[config.mk]
export PLATFORM = sky130hd
export DESIGN_NAME = bsg_wormhole_concentrator_out
export DESIGN_NICKNAME = d
export VERILOG_FILES = /design/src/rtl/bsg_wormhole_concentrator_out.sv
export SDC_FILE = /design/constraint.sdc
export NUM_CORES = 1
export LEC_CHECK = 0
export ABC_AREA = 1
export ABC_CLOCK_PERIOD_IN_PS = 2060
export BUFFER_PORTS_ARGS = -buffer_cell sky130_fd_sc_hd__buf_2
export CELL_PAD_IN_SITES_DETAIL_PLACEMENT = 1
export CELL_PAD_IN_SITES_GLOBAL_PLACEMENT = 1
export CORE_UTILIZATION = 42
export CTS_CLUSTER_SIZE = 25
export DETAILED_ROUTE_END_ITERATION = 6
export GPL_ROUTABILITY_DRIVEN = 0
export PLACE_DENSITY_LB_ADDON = 0.08
export SLEW_MARGIN = 20
export SYNTH_ARGS = -nofsm -noshare
export SYNTH_HDL_FRONTEND = slang
export SYNTH_SLANG_ARGS = --single-unit
export TNS_END_PERCENT = 5
[constraint.sdc]
create_clock -name clk_i -period 2.06 [get_ports clk_i]
set_clock_uncertainty 0.15 [all_clocks]
set_input_delay 0.103 -clock clk_i [delete_from_list [all_inputs] [get_ports clk_i]]
set_output_delay 0.103 -clock clk_i [all_outputs]
set_load 0.005 [all_outputs]
[src/rtl/bsg_wormhole_concentrator_out.sv]
// 1-to-N wormhole demultiplexer: splits one concentrated link into num_out_p links by header cid.
// Optional macro BSG_WORMHOLE_CONCENTRATOR_OUT_DROP_EN drops out-of-range cid packets and flags bad_cid_o.
module bsg_wormhole_concentrator_out #(
   parameter int flit_width_p = 16,
   parameter int len_width_p  = 4,
   parameter int cord_width_p = 4,
   parameter int cid_width_p  = 2,
   parameter int num_out_p    = 1,
   parameter int debug_lp     = 0
) (
   input  logic                              clk_i,
   input  logic                              reset_i,
   input  logic                              concentrated_link_v_i,
   input  logic [flit_width_p-1:0]           concentrated_link_data_i,
   output logic                              concentrated_link_ready_and_rev_o,
   output logic [num_out_p-1:0]              links_v_o,
   output logic [num_out_p*flit_width_p-1:0] links_data_o,
   input  logic [num_out_p-1:0]              links_ready_and_rev_i
`ifdef BSG_WORMHOLE_CONCENTRATOR_OUT_DROP_EN
   ,
   output logic                              bad_cid_o
`endif
);

`ifdef BSG_WORMHOLE_CONCENTRATOR_OUT_DROP_EN
   typedef enum logic [1:0] {HDR_S, BODY_S, DROP_S} state_e;
`else
   typedef enum logic [1:0] {HDR_S, BODY_S} state_e;
`endif

   logic [flit_width_p-1:0] fifo_mem [2];
   logic                    wr_ptr, rd_ptr;
   logic [1:0]              fifo_cnt;
   logic                    fifo_v, fifo_full, enq, yumi;
   logic [flit_width_p-1:0] head;

   state_e                  state_r;
   logic [len_width_p-1:0]  cnt_r;
   logic [num_out_p-1:0]    dest_r, dest, sel;
   logic [len_width_p-1:0]  hdr_len;
   logic [cid_width_p-1:0]  hdr_cid;
   logic                    cid_in_range, drop_head;

   // Two-entry input buffer; ready depends only on occupancy, never on the output readies.
   assign fifo_v    = (fifo_cnt != 2'd0);
   assign fifo_full = (fifo_cnt == 2'd2);
   assign concentrated_link_ready_and_rev_o = ~fifo_full & ~reset_i;
   assign enq  = concentrated_link_v_i & concentrated_link_ready_and_rev_o;
   assign head = fifo_mem[rd_ptr];

   always_ff @(posedge clk_i or posedge reset_i) begin
      if (reset_i) begin
         wr_ptr   <= 1'b0;
         rd_ptr   <= 1'b0;
         fifo_cnt <= 2'd0;
      end else begin
         if (enq)  wr_ptr <= ~wr_ptr;
         if (yumi) rd_ptr <= ~rd_ptr;
         fifo_cnt <= fifo_cnt + 2'(enq) - 2'(yumi);
      end
   end

   always_ff @(posedge clk_i) begin
      if (enq) fifo_mem[wr_ptr] <= concentrated_link_data_i;
   end

   assign hdr_len      = head[cord_width_p +: len_width_p];
   assign hdr_cid      = head[cord_width_p+len_width_p +: cid_width_p];
   assign cid_in_range = (32'(hdr_cid) < 32'(num_out_p));

   // Out-of-range cids fall back to output 0 unless the drop feature intercepts them.
   always_comb begin
      dest = '0;
      for (int k = 0; k < num_out_p; k++) begin
         if (hdr_cid == cid_width_p'(k)) dest[k] = 1'b1;
      end
      if (!cid_in_range) dest = num_out_p'(1);
   end

   always_comb begin
      sel       = '0;
      drop_head = 1'b0;
      case (state_r)
         HDR_S: begin
            sel = dest;
`ifdef BSG_WORMHOLE_CONCENTRATOR_OUT_DROP_EN
            if (!cid_in_range) begin
               sel       = '0;
               drop_head = 1'b1;
            end
`endif
         end
         BODY_S: sel = dest_r;
`ifdef BSG_WORMHOLE_CONCENTRATOR_OUT_DROP_EN
         DROP_S: drop_head = 1'b1;
`endif
         default: sel = '0;
      endcase
   end

   assign yumi         = fifo_v & (drop_head | (|(sel & links_ready_and_rev_i)));
   assign links_v_o    = sel & {num_out_p{fifo_v}};
   assign links_data_o = {num_out_p{head}};

   // Packet tracker: a zero-length header never leaves HDR; otherwise count payload flits down.
   always_ff @(posedge clk_i or posedge reset_i) begin
      if (reset_i) begin
         state_r <= HDR_S;
         cnt_r   <= '0;
         dest_r  <= '0;
      end else if (yumi) begin
         case (state_r)
            HDR_S: begin
               if (hdr_len != '0) begin
                  cnt_r  <= hdr_len;
                  dest_r <= dest;
`ifdef BSG_WORMHOLE_CONCENTRATOR_OUT_DROP_EN
                  state_r <= cid_in_range ? BODY_S : DROP_S;
`else
                  state_r <= BODY_S;
`endif
               end
            end
            default: begin
               cnt_r <= cnt_r - len_width_p'(1);
               if (cnt_r == len_width_p'(1)) state_r <= HDR_S;
            end
         endcase
      end
   end

`ifdef BSG_WORMHOLE_CONCENTRATOR_OUT_DROP_EN
   always_ff @(posedge clk_i or posedge reset_i) begin
      if (reset_i)                                        bad_cid_o <= 1'b0;
      else if (yumi && state_r == HDR_S && !cid_in_range) bad_cid_o <= 1'b1;
   end
`endif

   // Simulation-only sanity check that every consumed header names a real output.
   if (debug_lp != 0) begin : g_debug
      always_ff @(posedge clk_i) begin
         if (!reset_i && yumi && state_r == HDR_S) assert (cid_in_range);
      end
   end

endmodule

==> results.sh, run 1 <==
export IMPL_outcome="complete, no violations"
export IMPL_drv_slew=0
export IMPL_met3_usage=0.0467
export IMPL_clock_latency_ns=0.29
export IMPL_antenna_found_initial=0
export IMPL_end_kind="register"
export IMPL_h_tree_depth=2
export IMPL_synth_top_area_cell="edfxtp_1"
export IMPL_dp_cells=246
export IMPL_syn_num_nets=183
export IMPL_hp_class="primary input to register"
export IMPL_yosys_top_cells_area="edfxtp_1 53%, dfrtp_1 14%, nand2_1 12%"
export IMPL_fin_area_um2=2350
export IMPL_rows=23
export IMPL_synth_top_area_share=0.527
export IMPL_synth_top_family_by_area="simple AND/OR/NAND/NOR gates"
export IMPL_drt_pass1_iterations=4
export IMPL_leakage_nw=1.06
export IMPL_worst_slew_pin_transition_ns=0.492
export IMPL_drtIter0Drc=94
export IMPL_hpwlAfterDp_um=2930
export IMPL_ys_async_sr_fraction=0.238
export IMPL_core_um2=4090
export IMPL_grt_overflow=0
export IMPL_grt_pass1_vias=1387
export IMPL_rsz0062_at_grt="no"
export IMPL_numPortBuffers=37
export IMPL_final_hold_violation_count=0
export IMPL_use_met2=0.390
export IMPL_ys_flop_type="edfxtp_1"
export IMPL_synth_edff_count=32
export IMPL_dpl_instance_area_um2=2070
export IMPL_grt_pass1_wl_um=6460
export IMPL_grt_total_usage=0.200
export IMPL_setup_slack_ns=0.270
export IMPL_hp_start="links_ready_and_rev_i"
export IMPL_startpoint="state_r[0]"
export IMPL_clock_sinks=42
export IMPL_path_class="register to register"
export IMPL_die_w_um=67.9
export IMPL_cap_violations=0
export IMPL_clk_pin_slew_ns=0.08
export IMPL_cts_tree="built"
export IMPL_postSynthAreaPerCell_um2=11.5
export IMPL_initial_utilization=0.446
export IMPL_num_antenna_cells=0
export IMPL_start_kind="register"
export IMPL_period_share=0.869
export IMPL_setup_viol_count_final=0
export IMPL_ant_nets=0
export IMPL_grt_max_degree=18
export IMPL_worstPathMaxFanout=9
export IMPL_drc=0
export IMPL_cts_buffer_depth=2
export IMPL_vias=1307
export IMPL_synth_commonest_cells="59 x nand2_1, 32 x edfxtp_1, 10 x dfrtp_1, 10 x inv_1, 8 x nand3_1"
export IMPL_period_minus_slack_ns=1.79
export IMPL_routed_wl_um=4130
export IMPL_routedWlPerCell_um=15.2
export IMPL_synthMuxAreaShare=0
export IMPL_ioPinCount=38
export IMPL_yosysWarnings=0
export IMPL_p_total_mw=3.00
export IMPL_synth_cell_type_count=22
export IMPL_pwr_density_cell_nw_per_um2=1280
export IMPL_fmaxAchievable_mhz=559
export IMPL_synth_cells=159
export IMPL_nNetsFinal=244
export IMPL_cts_made_buffers=5
export IMPL_cp_slowest_cell="dfrtp_1"
export IMPL_ir_drop_uv=638
export IMPL_synth_area_um2=1820
export IMPL_post_synth_top_count_cell="nand2_1"
export IMPL_synth_simple_gate_area_frac=0.231
export IMPL_grt_busiest_layer="met2"
export IMPL_fin_tns_setup_ns=0
export IMPL_max_slew_margin=0.672
export IMPL_ys_seq_area_frac=0.664
export IMPL_yosys_area_share_adder=0.0275
export IMPL_place_ws_ns=0.267
export IMPL_crit_chain="inv_2 > nor2_2 > nor2_2 > nand2_2 > inv_4 > ha_1 > inv_1 > ha_1 > xnor2_1"
export IMPL_root_buffer="clkbuf_8"
export IMPL_cp_data_required_time_ns=2.12
export IMPL_ys_ff_latch=42
export IMPL_dieArea_um2=4610
export IMPL_crit_arrival_ns=1.85
export IMPL_fin_cells=271
export IMPL_viasPerCell=4.82
export IMPL_synth_xor_area_frac=0.0192
export IMPL_synth_compound_area_frac=0.0165
export IMPL_met1_usage=0.211
export IMPL_area_growth_pct=29.1
export IMPL_die_y_um=67.9
export IMPL_drive_above_1_share=0.294
export IMPL_r2r_start="state_r[0]"
export IMPL_crit_path_max_incr_delay_ns=0.42
-- cells in the final DEF (no fill, tap or decap), types with 3 or more instances in the layout --
cell type	synthesis	final
a21oi_1	3	3
edfxtp_1	32	32
inv_1	10	10
nand2_1	59	59
nand2_4	5	5
dfrtp_1	10	10
nand2_2	5	5
buf_2	1	37
nand3_1	8	8
clkbuf_8	0	5
o21ai_0	3	3
ha_1	4	4
buf_4	0	3
dlygate4sd3_1	0	17
nor2_1	5	5
-- worst max-delay path: cells and delay by family (launching register included) --
| family | cells | cell delay (ns) |
|---|---|---|
| flip-flops | 1 | 0.42 |
| adder cells (fa/ha/maj) | 2 | 0.39 |
| buffers and inverters | 3 | 0.33 |
| AND/OR/NAND/NOR | 3 | 0.28 |
| XOR/XNOR | 1 | 0.13 |
-- through the flow --
stage	utilization	hold WS, ns
5_1_grt	0.576	0.0141
6_report	0.576	0.00718
3_3_place_gp	0.507	-0.0409
2_1_floorplan	-	-0.207
4_1_cts	0.576	0.000854
3_5_place_dp	0.507	-0.0301
-- per-layer routing --
layer,part of all wire,wire length (µm)
met2,0.58,2380
met5,0,0
met4,0.0087,36
met3,0.031,126
met1,0.38,1580
-- power by group --
part           switching (mW)  internal [mW]  total (mW)  leakage (nW)
logic                   0.687          0.441        1.13         0.596
clock network           0.284          0.362       0.646        0.0514
registers               0.137           1.09        1.23         0.408
-- state kept, by name, summed over array words and instances, names as in the netlist --
signal,cells
state_r,1
fifo_cnt,2
fifo_mem,32
wr_ptr,1
dest_r,1
cnt_r,4
rd_ptr,1
-- logic make-up after synthesis --
group | after synthesis
and+or+nand+nor | 87
xor gates and xnor gates | 4
DFF | 42
adders and majority gates | 4
AOI/OAI and AO/OA | 6
buffers and inverters | 16
-- final timing paths --
| path | slack, ns | to | depth (start not counted) |
|---|---|---|---|
| min in group asynchronous | 0.20 | fifo_cnt[0] | 3 |
| worst min-delay path | 0.007 | rd_ptr | 3 |
| worst max-delay path | 0.27 | fifo_cnt[1] | 9 |
| worst max register to register | 0.27 | fifo_cnt[1] | 9 |
| worst min register to register | 0.35 | dest_r | 2 |
| max in group asynchronous | 1.28 | dest_r | 3 |
-- area by class of cell --
class	count	area, µm²
Timing Repair Buffer	57	378
Clock inverter	2	37.5
Tap cell	50	62.6
Sequential cell	42	1210
Clock buffer	6	72.6
Fill cell	454	1730
Multi-Input combinational cell	101	536
Inverter	13	56.3
-- timing repair --
item,4_1_cts,5_1_grt
hold endpoints to repair,42,0
resized for setup,0,0
hold buffers,17,0
setup buffers,0,0
Power figures use the tool's default switching activity.
==> run 2: changes to the inputs <==
--- a/config.mk
+++ b/config.mk
@@ -6,11 +6,11 @@
 export NUM_CORES = 1
 export LEC_CHECK = 0
 export ABC_AREA = 1
-export ABC_CLOCK_PERIOD_IN_PS = 2060
+export ABC_CLOCK_PERIOD_IN_PS = 2100
 export BUFFER_PORTS_ARGS = -buffer_cell sky130_fd_sc_hd__buf_2
 export CELL_PAD_IN_SITES_DETAIL_PLACEMENT = 1
 export CELL_PAD_IN_SITES_GLOBAL_PLACEMENT = 1
-export CORE_UTILIZATION = 42
+export CORE_UTILIZATION = 45
 export CTS_CLUSTER_SIZE = 25
 export DETAILED_ROUTE_END_ITERATION = 6
 export GPL_ROUTABILITY_DRIVEN = 0
==> constraint.sdc (replaced) <==
create_clock -name clk_i -period 2.1 [get_ports clk_i]
set_clock_uncertainty 0.15 [all_clocks]
set_input_delay 0.105 -clock clk_i [delete_from_list [all_inputs] [get_ports clk_i]]
set_output_delay 0.105 -clock clk_i [all_outputs]
set_load 0.005 [all_outputs]
==> run 2 against run 1 <==
Net effect:
- core utilization grew 5.1 points
- register-to-register slack better by 0.08 ns
- final cell count shrank 0.37%
- worst hold slack better by 0.018 ns
- largest power group unchanged
==> results.sh, run 2 (synthesized netlist as in run 1, its figures left out) <==
export IMPL_rows=22
export IMPL_dp_cells=244
export IMPL_use_met2=0.353
export IMPL_outcome="complete, no violations"
export IMPL_pwr_density_cell_nw_per_um2=1250
export IMPL_path_class="register to register"
export IMPL_numPortBuffers=37
export IMPL_drtIter0Drc=50
export IMPL_initial_utilization=0.483
export IMPL_hp_class="primary input to register"
export IMPL_clock_sinks=42
export IMPL_top_regs="fifo_mem: 32 flops, cnt_r: 4 flops, fifo_cnt: 2 flops"
export IMPL_largest_reg_flops=32
export IMPL_nNetsFinal=245
export IMPL_period_minus_slack_ns=1.75
export IMPL_cp_data_required_time_ns=2.17
export IMPL_post_cts_resized=0
export IMPL_setup_viol_count_final=0
export IMPL_viasPerCell=4.79
export IMPL_num_antenna_cells=0
export IMPL_max_slew_margin=0.677
export IMPL_ioPinCount=38
export IMPL_final_cell_mix="59 x nand2_1, 37 x buf_2, 32 x edfxtp_1, 18 x dlygate4sd3_1"
export IMPL_routed_wl_um=3880
export IMPL_fmaxAchievable_mhz=572
export IMPL_fin_area_um2=2360
export IMPL_regMostFlops="fifo_mem"
export IMPL_drc=0
export IMPL_p_total_mw=2.95
export IMPL_vias=1292
export IMPL_cts_buffer_depth=2
export IMPL_grt_total_usage=0.208
export IMPL_dieArea_um2=4310
export IMPL_ir_drop_uv=659
export IMPL_period_share=0.833
export IMPL_die_w_um=65.7
export IMPL_final_hold_violation_count=0
export IMPL_post_cts_buffers=0
export IMPL_grt_overflow=0
export IMPL_cap_violations=0
export IMPL_cts_tree="built"
export IMPL_cts_made_buffers=5
export IMPL_final_common_cell="nand2_1"
export IMPL_hpwlAfterDp_um=2640
export IMPL_routedWlPerCell_um=14.4
export IMPL_worstPathMaxFanout=9
export IMPL_ant_nets=0
export IMPL_rsz0062_at_grt="no"
export IMPL_leakage_nw=1.07
export IMPL_met3_usage=0.0556
export IMPL_fin_cells=270
export IMPL_antenna_found_initial=0
export IMPL_grt_pass1_vias=1412
export IMPL_met1_usage=0.257
export IMPL_area_growth_pct=29.7
export IMPL_grt_busiest_layer="met2"
export IMPL_clk_pin_slew_ns=0.08
export IMPL_drv_slew=0
export IMPL_drt_pass1_iterations=4
export IMPL_dpl_instance_area_um2=2070
export IMPL_grt_pass1_wl_um=6540
export IMPL_core_um2=3770
export IMPL_grt_max_degree=18
export IMPL_drive_above_1_share=0.297
export IMPL_worst_slew_pin_transition_ns=0.484
export IMPL_cts_hold_fix_buffers=18
export IMPL_start_kind="register"
export IMPL_clock_latency_ns=0.30
export IMPL_fin_tns_setup_ns=0
export IMPL_root_buffer="clkbuf_8"
export IMPL_crit_arrival_ns=1.82
export IMPL_end_kind="register"
export IMPL_h_tree_depth=2
export IMPL_die_y_um=65.7
==> run 2: changes by cell type in the layout (fill, tap and decap cells not counted) <==
cell           change
clkinv_2           +1
dlygate4sd3_1      +1
inv_6              +1
clkbuf_1           -1
clkinvlp_4         -1
==> run 2: per-layer routing <==
layer  share of wire  vias to the layer above
met5               0                        -
met4          0.0082                        0
met3           0.040                        2
met2            0.53                       31
met1            0.42                      620
li1                -                      639
==> run 2: cell type report <==
class / count / area, µm²
multi-input combinational: 101 / 536
clock inverter: 3 / 43.8
sequential: 42 / 1210
fill: 426 / 1410
inverter: 13 / 56.3
tap: 48 / 60.1
clock buffer: 5 / 68.8
timing repair buffer: 58 / 388
==> run 2: power breakdown <==
| part | internal (mW) | total [mW] | switching (mW) |
|---|---|---|---|
| clock network | 0.356 | 0.647 | 0.291 |
| registers | 1.07 | 1.21 | 0.135 |
| logic | 0.436 | 1.10 | 0.662 |
==> run 2: path summary, 6_finish.rpt <==
path / from / endpoint / slack (ns) / depth (start not counted)
worst max-delay path: state_r[0] / fifo_cnt[1] / 0.35 / 9
worst min-delay path: concentrated_link_v_i / wr_ptr / 0.03 / 3
worst max register to register: state_r[0] / fifo_cnt[1] / 0.35 / 9
worst min register to register: dest_r / dest_r / 0.35 / 2
max in group asynchronous: reset_i / dest_r / 1.30 / 3
min in group asynchronous: reset_i / cnt_r[2] / 0.21 / 3
==> run 2: stage by stage <==
stage	utilization	hold slack [ns]	worst slack [ns]
floorplan	-	-0.205	0.110
global placement	0.549	-0.0228	0.444
detailed placement	0.549	-0.0158	0.355
CTS	0.627	0.0290	0.334
global route	0.627	0.0489	0.196
finish	0.627	0.0251	0.351
==> run 2: critical path: stages (launching register included) <==
cell,delay (ns)
dfrtp_1,0.43
inv_2,0.18
nor2_2,0.05
nor2_2,0.11
nand2_2,0.10
inv_4,0.11
ha_1,0.23
inv_1,0.06
ha_1,0.15
xnor2_1,0.11
